$ cat config.mk
export PLATFORM = sky130hd
export DESIGN_NAME = router_pkt_fifo
export DESIGN_NICKNAME = d
export VERILOG_FILES = /design/src/rtl/router_pkt_fifo.sv
export SDC_FILE = /design/constraint.sdc
export NUM_CORES = 1
export LEC_CHECK = 0
export CAP_MARGIN = 20
export CORE_MARGIN = 3
export CORE_UTILIZATION = 35
export CTS_CLUSTER_SIZE = 25
export DETAILED_ROUTE_END_ITERATION = 10
export PLACE_DENSITY = 0.56
export RECOVER_POWER = 100
export SYNTH_ARGS = -nofsm -noshare
export SYNTH_HDL_FRONTEND = slang
export SYNTH_SLANG_ARGS = --single-unit
$ cat constraint.sdc
create_clock -name clk -period 7.48 [get_ports clk]
set_clock_uncertainty 0.05 [all_clocks]
set_input_delay 1.496 -clock clk [delete_from_list [all_inputs] [get_ports clk]]
set_output_delay 1.496 -clock clk [all_outputs]
set_load 0.03 [all_outputs]
$ cat src/rtl/router_pkt_fifo.sv
// Packet-aware output FIFO: tags header bytes, emits sop/eop/valid strobes, almost-full
// back-pressure and overflow/underflow pulses. Define ROUTER_PKT_FIFO_OCC_EN for fill_level.
module router_pkt_fifo #(
    parameter int DATA_W   = 8,
    parameter int DEPTH    = 16,
    parameter int AFULL_TH = DEPTH - 2,
    localparam int AW      = $clog2(DEPTH)
) (
    input  logic              clk,
    input  logic              rst,
    input  logic              soft_reset,
    input  logic              write_enb,
    input  logic              read_enb,
    input  logic              lfd_state_in,
    input  logic [DATA_W-1:0] data_in,
    output logic [DATA_W-1:0] data_out,
    output logic              data_valid,
    output logic              sop,
    output logic              eop,
    output logic              empty,
    output logic              full,
    output logic              almost_full,
    output logic              ovf_err,
`ifdef ROUTER_PKT_FIFO_OCC_EN
    output logic [AW:0]       fill_level,
`endif
    output logic              udf_err
);

    localparam int PW = AW + 1;
    localparam int RW = DATA_W - 1;
    localparam int LW = DATA_W - 2;
    localparam logic [AW:0] AFULL_LVL = PW'(AFULL_TH);

    logic [DATA_W:0]   mem_q [DEPTH];
    logic [AW:0]       wr_ptr_q, wr_ptr_d;
    logic [AW:0]       rd_ptr_q, rd_ptr_d;
    logic [RW-1:0]     rem_q, rem_d;
    logic              lfd_q, lfd_d;
    logic [DATA_W-1:0] data_out_q, data_out_d;
    logic              data_valid_q, data_valid_d;
    logic              sop_q, sop_d;
    logic              eop_q, eop_d;
    logic              ovf_q, ovf_d;
    logic              udf_q, udf_d;

    logic [AW:0]       occ;
    logic              wr_acc;
    logic              rd_acc;
    logic [DATA_W:0]   rd_entry;
    logic [LW-1:0]     rd_len;

    assign occ         = wr_ptr_q - rd_ptr_q;
    assign empty       = (wr_ptr_q == rd_ptr_q);
    assign full        = (wr_ptr_q[AW-1:0] == rd_ptr_q[AW-1:0]) && (wr_ptr_q[AW] != rd_ptr_q[AW]);
    assign almost_full = (occ >= AFULL_LVL);

    assign rd_entry = mem_q[rd_ptr_q[AW-1:0]];
    assign rd_len   = rd_entry[DATA_W-1:2];

    // Both accept decisions use the pre-edge flags, so read+write on full drops the write.
    assign wr_acc = write_enb && !full && !soft_reset;
    assign rd_acc = read_enb && !empty && !soft_reset;

    always_comb begin
        wr_ptr_d     = wr_ptr_q;
        rd_ptr_d     = rd_ptr_q;
        rem_d        = rem_q;
        lfd_d        = lfd_state_in;
        data_out_d   = data_out_q;
        data_valid_d = 1'b0;
        sop_d        = 1'b0;
        eop_d        = 1'b0;
        ovf_d        = write_enb && full;
        udf_d        = read_enb && empty;

        if (soft_reset) begin
            wr_ptr_d   = '0;
            rd_ptr_d   = '0;
            rem_d      = '0;
            lfd_d      = 1'b0;
            data_out_d = '0;
            ovf_d      = 1'b0;
            udf_d      = 1'b0;
        end else begin
            if (wr_acc) begin
                wr_ptr_d = wr_ptr_q + PW'(1);
            end
            if (rd_acc) begin
                rd_ptr_d     = rd_ptr_q + PW'(1);
                data_out_d   = rd_entry[DATA_W-1:0];
                data_valid_d = 1'b1;
                if (rd_entry[DATA_W]) begin
                    // payload length plus the trailing parity byte
                    rem_d = {1'b0, rd_len} + RW'(1);
                    sop_d = 1'b1;
                end else if (rem_q != '0) begin
                    rem_d = rem_q - RW'(1);
                    eop_d = (rem_q == RW'(1));
                end
            end
        end
    end

    always_ff @(posedge clk or negedge rst) begin
        if (!rst) begin
            wr_ptr_q     <= '0;
            rd_ptr_q     <= '0;
            rem_q        <= '0;
            lfd_q        <= 1'b0;
            data_out_q   <= '0;
            data_valid_q <= 1'b0;
            sop_q        <= 1'b0;
            eop_q        <= 1'b0;
            ovf_q        <= 1'b0;
            udf_q        <= 1'b0;
        end else begin
            wr_ptr_q     <= wr_ptr_d;
            rd_ptr_q     <= rd_ptr_d;
            rem_q        <= rem_d;
            lfd_q        <= lfd_d;
            data_out_q   <= data_out_d;
            data_valid_q <= data_valid_d;
            sop_q        <= sop_d;
            eop_q        <= eop_d;
            ovf_q        <= ovf_d;
            udf_q        <= udf_d;
        end
    end

    // Storage needs no reset; the tag is the header marker seen one cycle earlier.
    always_ff @(posedge clk) begin
        if (wr_acc) begin
            mem_q[wr_ptr_q[AW-1:0]] <= {lfd_q, data_in};
        end
    end

    assign data_out   = data_out_q;
    assign data_valid = data_valid_q;
    assign sop        = sop_q;
    assign eop        = eop_q;
    assign ovf_err    = ovf_q;
    assign udf_err    = udf_q;

`ifdef ROUTER_PKT_FIFO_OCC_EN
    assign fill_level = occ;
`endif

endmodule

; ---- Word-level counts from Yosys, hierarchy flattened
; Memories as Yosys holds them, arrays and structs flattened.
; Cells that the tools add are included.
[word_totals]
regBits = 31
latch_bits = 0
ramBits = 144
mem_bits_ro = 0
inputBits = 14
output_inout_bits = 16
wordCells = 60
n_memories = 1
[mem_list]
columns = memory, words, width, rd, rd_ports_with_merged_regs, wr, line_no
row1 = mem_q, 16, 9, 1, 0, 1, 35  ; logic [DATA_W:0] mem_q [DEPTH];
[classes]
addsub = 5
mul = 0
div_mod_pow = 0
magnitude_cmp = 1
eq_ne = 4
shift = 0
n_mux = 24
n_bitwise = 0
n_reduce_logical = 15
[op_table]
columns = op, count
row1 = two-way mux 7 bit, 4
row2 = two-way mux 5 bit, 4
row3 = two-way mux 8 bit, 2
row4 = two-way mux 1 bit, 14
row5 = "adder 5 x 1 -> 5 bit, second input constant", 2
row6 = "adder 6 x 1 -> 7 bit, second input constant", 1
row7 = "== test 7 x 1 -> 1 bit, second input constant", 1
row8 = logical AND 1 bit, 7
row9 = nonzero test 7 bit, 1
row10 = "subtractor 7 x 1 -> 7 bit, second input constant", 1
row11 = == test 5 bit, 1
row12 = "greater-or-equal comparator 5 x 4 -> 1 bit, second input constant", 1
row13 = subtractor 5 bit, 1
row14 = == test 4 bit, 1
row15 = nonzero test 2 bit, 2
row16 = zero test 1 bit, 3
row17 = nonzero test 3 bit, 1
row18 = AND reduction 2 bit, 1
row19 = != test 1 bit, 1

; ---- Longest topological paths before layout
[logic_depth]
depth_word = 7
depth_mapped = 11
ltp_nobuf = 9

; ---- Least setup slack after synthesis
; Ideal clock, no wire load.
[synth_path]
path_kind = flip-flop to output port
from = reg rd_ptr_q[2]
to = out almost_full
t_arrival_ns = 2.417
required_time_ns = 5.934
slack_ns = 3.517
path_stages_with_launch = 11
n_path_buf = 2
cell_sequence = dfrtp_1 > clkbuf_1 > buf_1 > clkinv_1 > ha_1 > inv_1 > nor4_1 > a21oi_1 > o21ai_0 > o211ai_1 > nand2_1
[synth_between]
elab_chain_len = 2
[synth_rtl]
columns = element, line_no
row1 = from (decl), 37  ; logic [AW:0] rd_ptr_q, rd_ptr_d;
row2 = from (signal assigned), 119  ; rd_ptr_q <= rd_ptr_d;
row3 = subtractor 5 bit, 53  ; assign occ = wr_ptr_q - rd_ptr_q;
row4 = greater-or-equal comparator 5 x 4 -> 1 bit, 56  ; assign almost_full = (occ >= AFULL_LVL);
row5 = to (decl), 22  ; output logic almost_full,
; Every way passes these cells.

; ---- Final worst setup path
; Same ends and word-level chain as after synthesis.

==> flow_metrics.env <==
export IMPL_max_clock_path_buffers=2
export IMPL_share_of_the_synthesized_area_in_compound_gates_ao_oa_aoi_oai_pct=4.289
export IMPL_highest_layer="met4"
export IMPL_die_area_um2=22610
export IMPL_postSynth_asyncResetShare_pct=17.71
export IMPL_postCtsSetupBuffers=0
export IMPL_cap_viol_max_count=1
export IMPL_outcome="finished, violations left"
export IMPL_layout_common_cells="edfxtp_1 (144), mux4_2 (32), nor2_1 (30), dfrtp_1 (30), dlygate4sd3_1 (26)"
export IMPL_drt_drc_violations_left=0
export IMPL_worstPathRequired_ns=5.93
export IMPL_synth_nets=444
export IMPL_start_to_end_type_of_the_worst_setup_path="flip-flop to output pin"
export IMPL_critPathArrivalTime_ns=4.01
export IMPL_design_area_um2=8451
export IMPL_insertedDiodeCount=0
export IMPL_detailedPlacementHpwl_mm=9.557
export IMPL_clock_sinks=175
export IMPL_met3RoutedLength_um=478
export IMPL_fp_dieW_um=150.4
export IMPL_m1WireLength_mm=7.126
export IMPL_fin_cells=749
export IMPL_synth_mux_area_share_pct=13.66
export IMPL_start_util_pct=35.81
export IMPL_leakagePower_nw=2.906
export IMPL_tritoncts="built"
export IMPL_maximum_clock_rate_ghz=0.1800
export IMPL_cell_internal_pwr_mw=1.684
export IMPL_postSynthRegisterBits=175
export IMPL_synth_simple_area_share_pct=6.262
export IMPL_cts_htree_levels=4
export IMPL_largest_net_degree_at_the_start_of_global_routing=43
export IMPL_cts_reportedPaths_clkPinSlew_ns=0.06
export IMPL_pin_count=30
export IMPL_count_of_mapped_cells_out_of_synthesis=416
export IMPL_layout_filler_cells=1802
export IMPL_row_count=52
export IMPL_antenna_found_initial=0
export IMPL_hold_ws_ns=0.4418
export IMPL_area_share_of_the_leading_cell_type_in_the_synthesized_netlist_pct=59.29
export IMPL_post_cts_hold_buffer_count=0
export IMPL_setup_ws_ns=1.926
export IMPL_timing_critical_path_from_type="flip-flop"
export IMPL_worstMarginPinSlew_ns=1.708
export IMPL_power_switching_uw=570.8
export IMPL_postCtsResizedCells=0
export IMPL_global_route_overflow_total=0
export IMPL_post_route_period_util_pct=74.26
export IMPL_firstDrtPassIters=7
export IMPL_clockRootBuffer="clkbuf_16"
export IMPL_post_synth_fa_ha_maj_area_fraction_pct=2.505
export IMPL_area_overhead_vs_synth_pct=15.87
export IMPL_unrepaired_setup_endpoints_after_global_routing="false"
export IMPL_placed_cells=716
export IMPL_synth_main_ff_cell="edfxtp_1"
export IMPL_via_count=3819
export IMPL_tritoncts_num_buffers=17
export IMPL_number_of_drc_markers_in_iteration_0=291
export IMPL_die_h_um=150.4
export IMPL_cp_max_fo=20
export IMPL_combPwrFrac_pct=15.0
export IMPL_most_common_cell_after_layout_fill_and_taps_aside="edfxtp_1"
export IMPL_post_place_cell_area_um2=7955
export IMPL_synth_cell_area_um2=7293
export IMPL_finalMaxSlewViolations=32
export IMPL_tns_ns=0
export IMPL_placeableCoreArea_um2=20360
export IMPL_io_buffer_count=29
export IMPL_wire_per_inst_um=20.43
export IMPL_routed_wl_met2_mm=7.409
export IMPL_synth_xor_area_share_pct=1.441
export IMPL_violations="capacitance limit, slew limit"
export IMPL_crit_path_end_kind="output pin"
export IMPL_finalHoldViolations=0
export IMPL_placement_setup_worst_slack_ns=2.413
export IMPL_timing_slew_headroom_pct=-13.85
export IMPL_switching_part_of_the_total_power_pct=25.31
export IMPL_ff_latch_area_um2=5101
export IMPL_route_final_wire_length_mm=15.30
export IMPL_gr_util_all_layers_pct=14.53
export IMPL_worstSkewPairLatency_ns=0.42
export IMPL_multi_input_area_um2=2053
export IMPL_postSynthAreaPerCell_um2=17.53
export IMPL_hold_path_class="flip-flop to flip-flop"
export IMPL_synth_enable_flop_cells=144
export IMPL_globalplace_congestion=0.8030
export IMPL_synth_top_area_cell="edfxtp_1"
export IMPL_drtAntennaViolNets=0
export IMPL_period_minus_slack_ns=5.554
export IMPL_grt_pass1_wl_mm=23.79
export IMPL_post_synth_main_area_contributors="edfxtp_1 (59%), dfrtp_1 (11%), mux4_2 (9.9%)"
export IMPL_power_share_sequential_pct=48.8
export IMPL_drive_gt1_share_pct=14.41
export IMPL_warnings_synthesis=0
export IMPL_drt_vias_per_instance=5.099
export IMPL_share_clk_of_total_power_pct=36.2
export IMPL_number_of_global_route_vias_before_repair=3833
export IMPL_irDropWorstVdd_uv=118.8
export IMPL_synth_seq_area_share_pct=69.93
export IMPL_dominant_combinational_cell_family_by_area_after_synthesis="multiplexers"
export IMPL_yosys_cell_types_count=46
export IMPL_nets=494
export IMPL_power_density_cell_area_nw_per_um2=266.8
export IMPL_setup_viol=0
-- critical path, cell delays in order (launching register included) --
cell and delay, ns:
dfrtp_1 0.84, clkinv_1 0.59, ha_1 0.57, inv_1 0.09
nor4_1 0.32, a21oi_1 0.08, o21ai_0 0.16, o211ai_1 0.11
nand2_1 0.08, dlygate4sd3_1 0.74
-- cells in the mapped netlist, types with 4 or more instances --
master and count:
edfxtp_1 144, mux4_2 32, dfrtp_1 31, nor2_1 30, nand2_1 20, ha_1 13, a21oi_1 12, inv_1 11
nand3_1 10, a22o_1 9, clkbuf_1 9, mux2i_1 8, mux4_1 7, o21ai_0 7, xnor2_1 7, nor2b_1 6
nor3_1 6, nand2b_1 5, xor2_1 5, a22oi_1 4
-- flip-flops by register name, summed over array words and instances (netlist names) --
signal / count
wr_ptr_q: 5
data_valid: 1
rem_q: 7
ovf_err: 1
rd_ptr_q: 5
udf_err: 1
data_out: 8
eop: 1
mem_q: 144
lfd_q: 1
sop: 1
-- kinds of logic after synthesis --
| logic type | count (synthesis) |
|---|---|
| and+or+nand+nor | 93 |
| xor gates and xnor gates | 12 |
| buffers and inverters | 28 |
| adders and majority gates | 14 |
| AOI/OAI and AO/OA | 46 |
| muxes | 48 |
| DFF | 175 |
-- path summary, 6_finish.rpt --
kind                                          from                 endpoint  slack [ns]  depth (start not counted)
min in group asynchronous                      rst  wr_ptr_q[3]$_DFFE_PN0P_        2.00                          2
max in group asynchronous                      rst  rd_ptr_q[0]$_DFFE_PN0P_        4.26                          2
max reg2reg                rd_ptr_q[2]$_DFFE_PN0P_    mem_q[8][4]$_DFFE_PP_        3.50                          8
min reg2reg                data_out[2]$_DFFE_PN0P_  data_out[2]$_DFFE_PN0P_        0.44                          1
max                        rd_ptr_q[2]$_DFFE_PN0P_              almost_full        1.93                          9
min                        data_out[2]$_DFFE_PN0P_  data_out[2]$_DFFE_PN0P_        0.44                          1
-- power by group through the flow --
stage          registers, mW  clock network (mW)  logic [mW]
2_1_floorplan           1.13                   0       0.237
3_3_place_gp            1.12                   0       0.344
3_5_place_dp            1.12                   0       0.347
4_1_cts                 1.10               0.836       0.348
5_1_grt                 1.10               0.875       0.371
6_report                1.10               0.817       0.337
-- stage by stage --
step / total power, mW / utilization, %
global route: 2.349 / 41.50
CTS: 2.285 / 41.75
global placement: 1.463 / 39.06
detailed placement: 1.468 / 39.06
finish: 2.255 / 41.50
floorplan: 1.370 / -
-- final cells by class --
class	count	area share, %
clock buffers	18	5.078
clock inverters	14	1.407
inverters	12	0.5330
multi-input cells	213	24.30
flip-flops and latches	175	60.36
well taps	270	3.998
repair buffers	47	4.323
-- metal layers --
| layer | vias to the layer above | global-route usage (%) |
|---|---|---|
| met4 | 0 | 4.849 |
| met3 | 23 | 3.010 |
| met1 | 1979 | 19.80 |
| met2 | 74 | 23.41 |
| met5 | - | 0 |
| li1 | 1743 | - |
(Power assumes the default switching activity.)
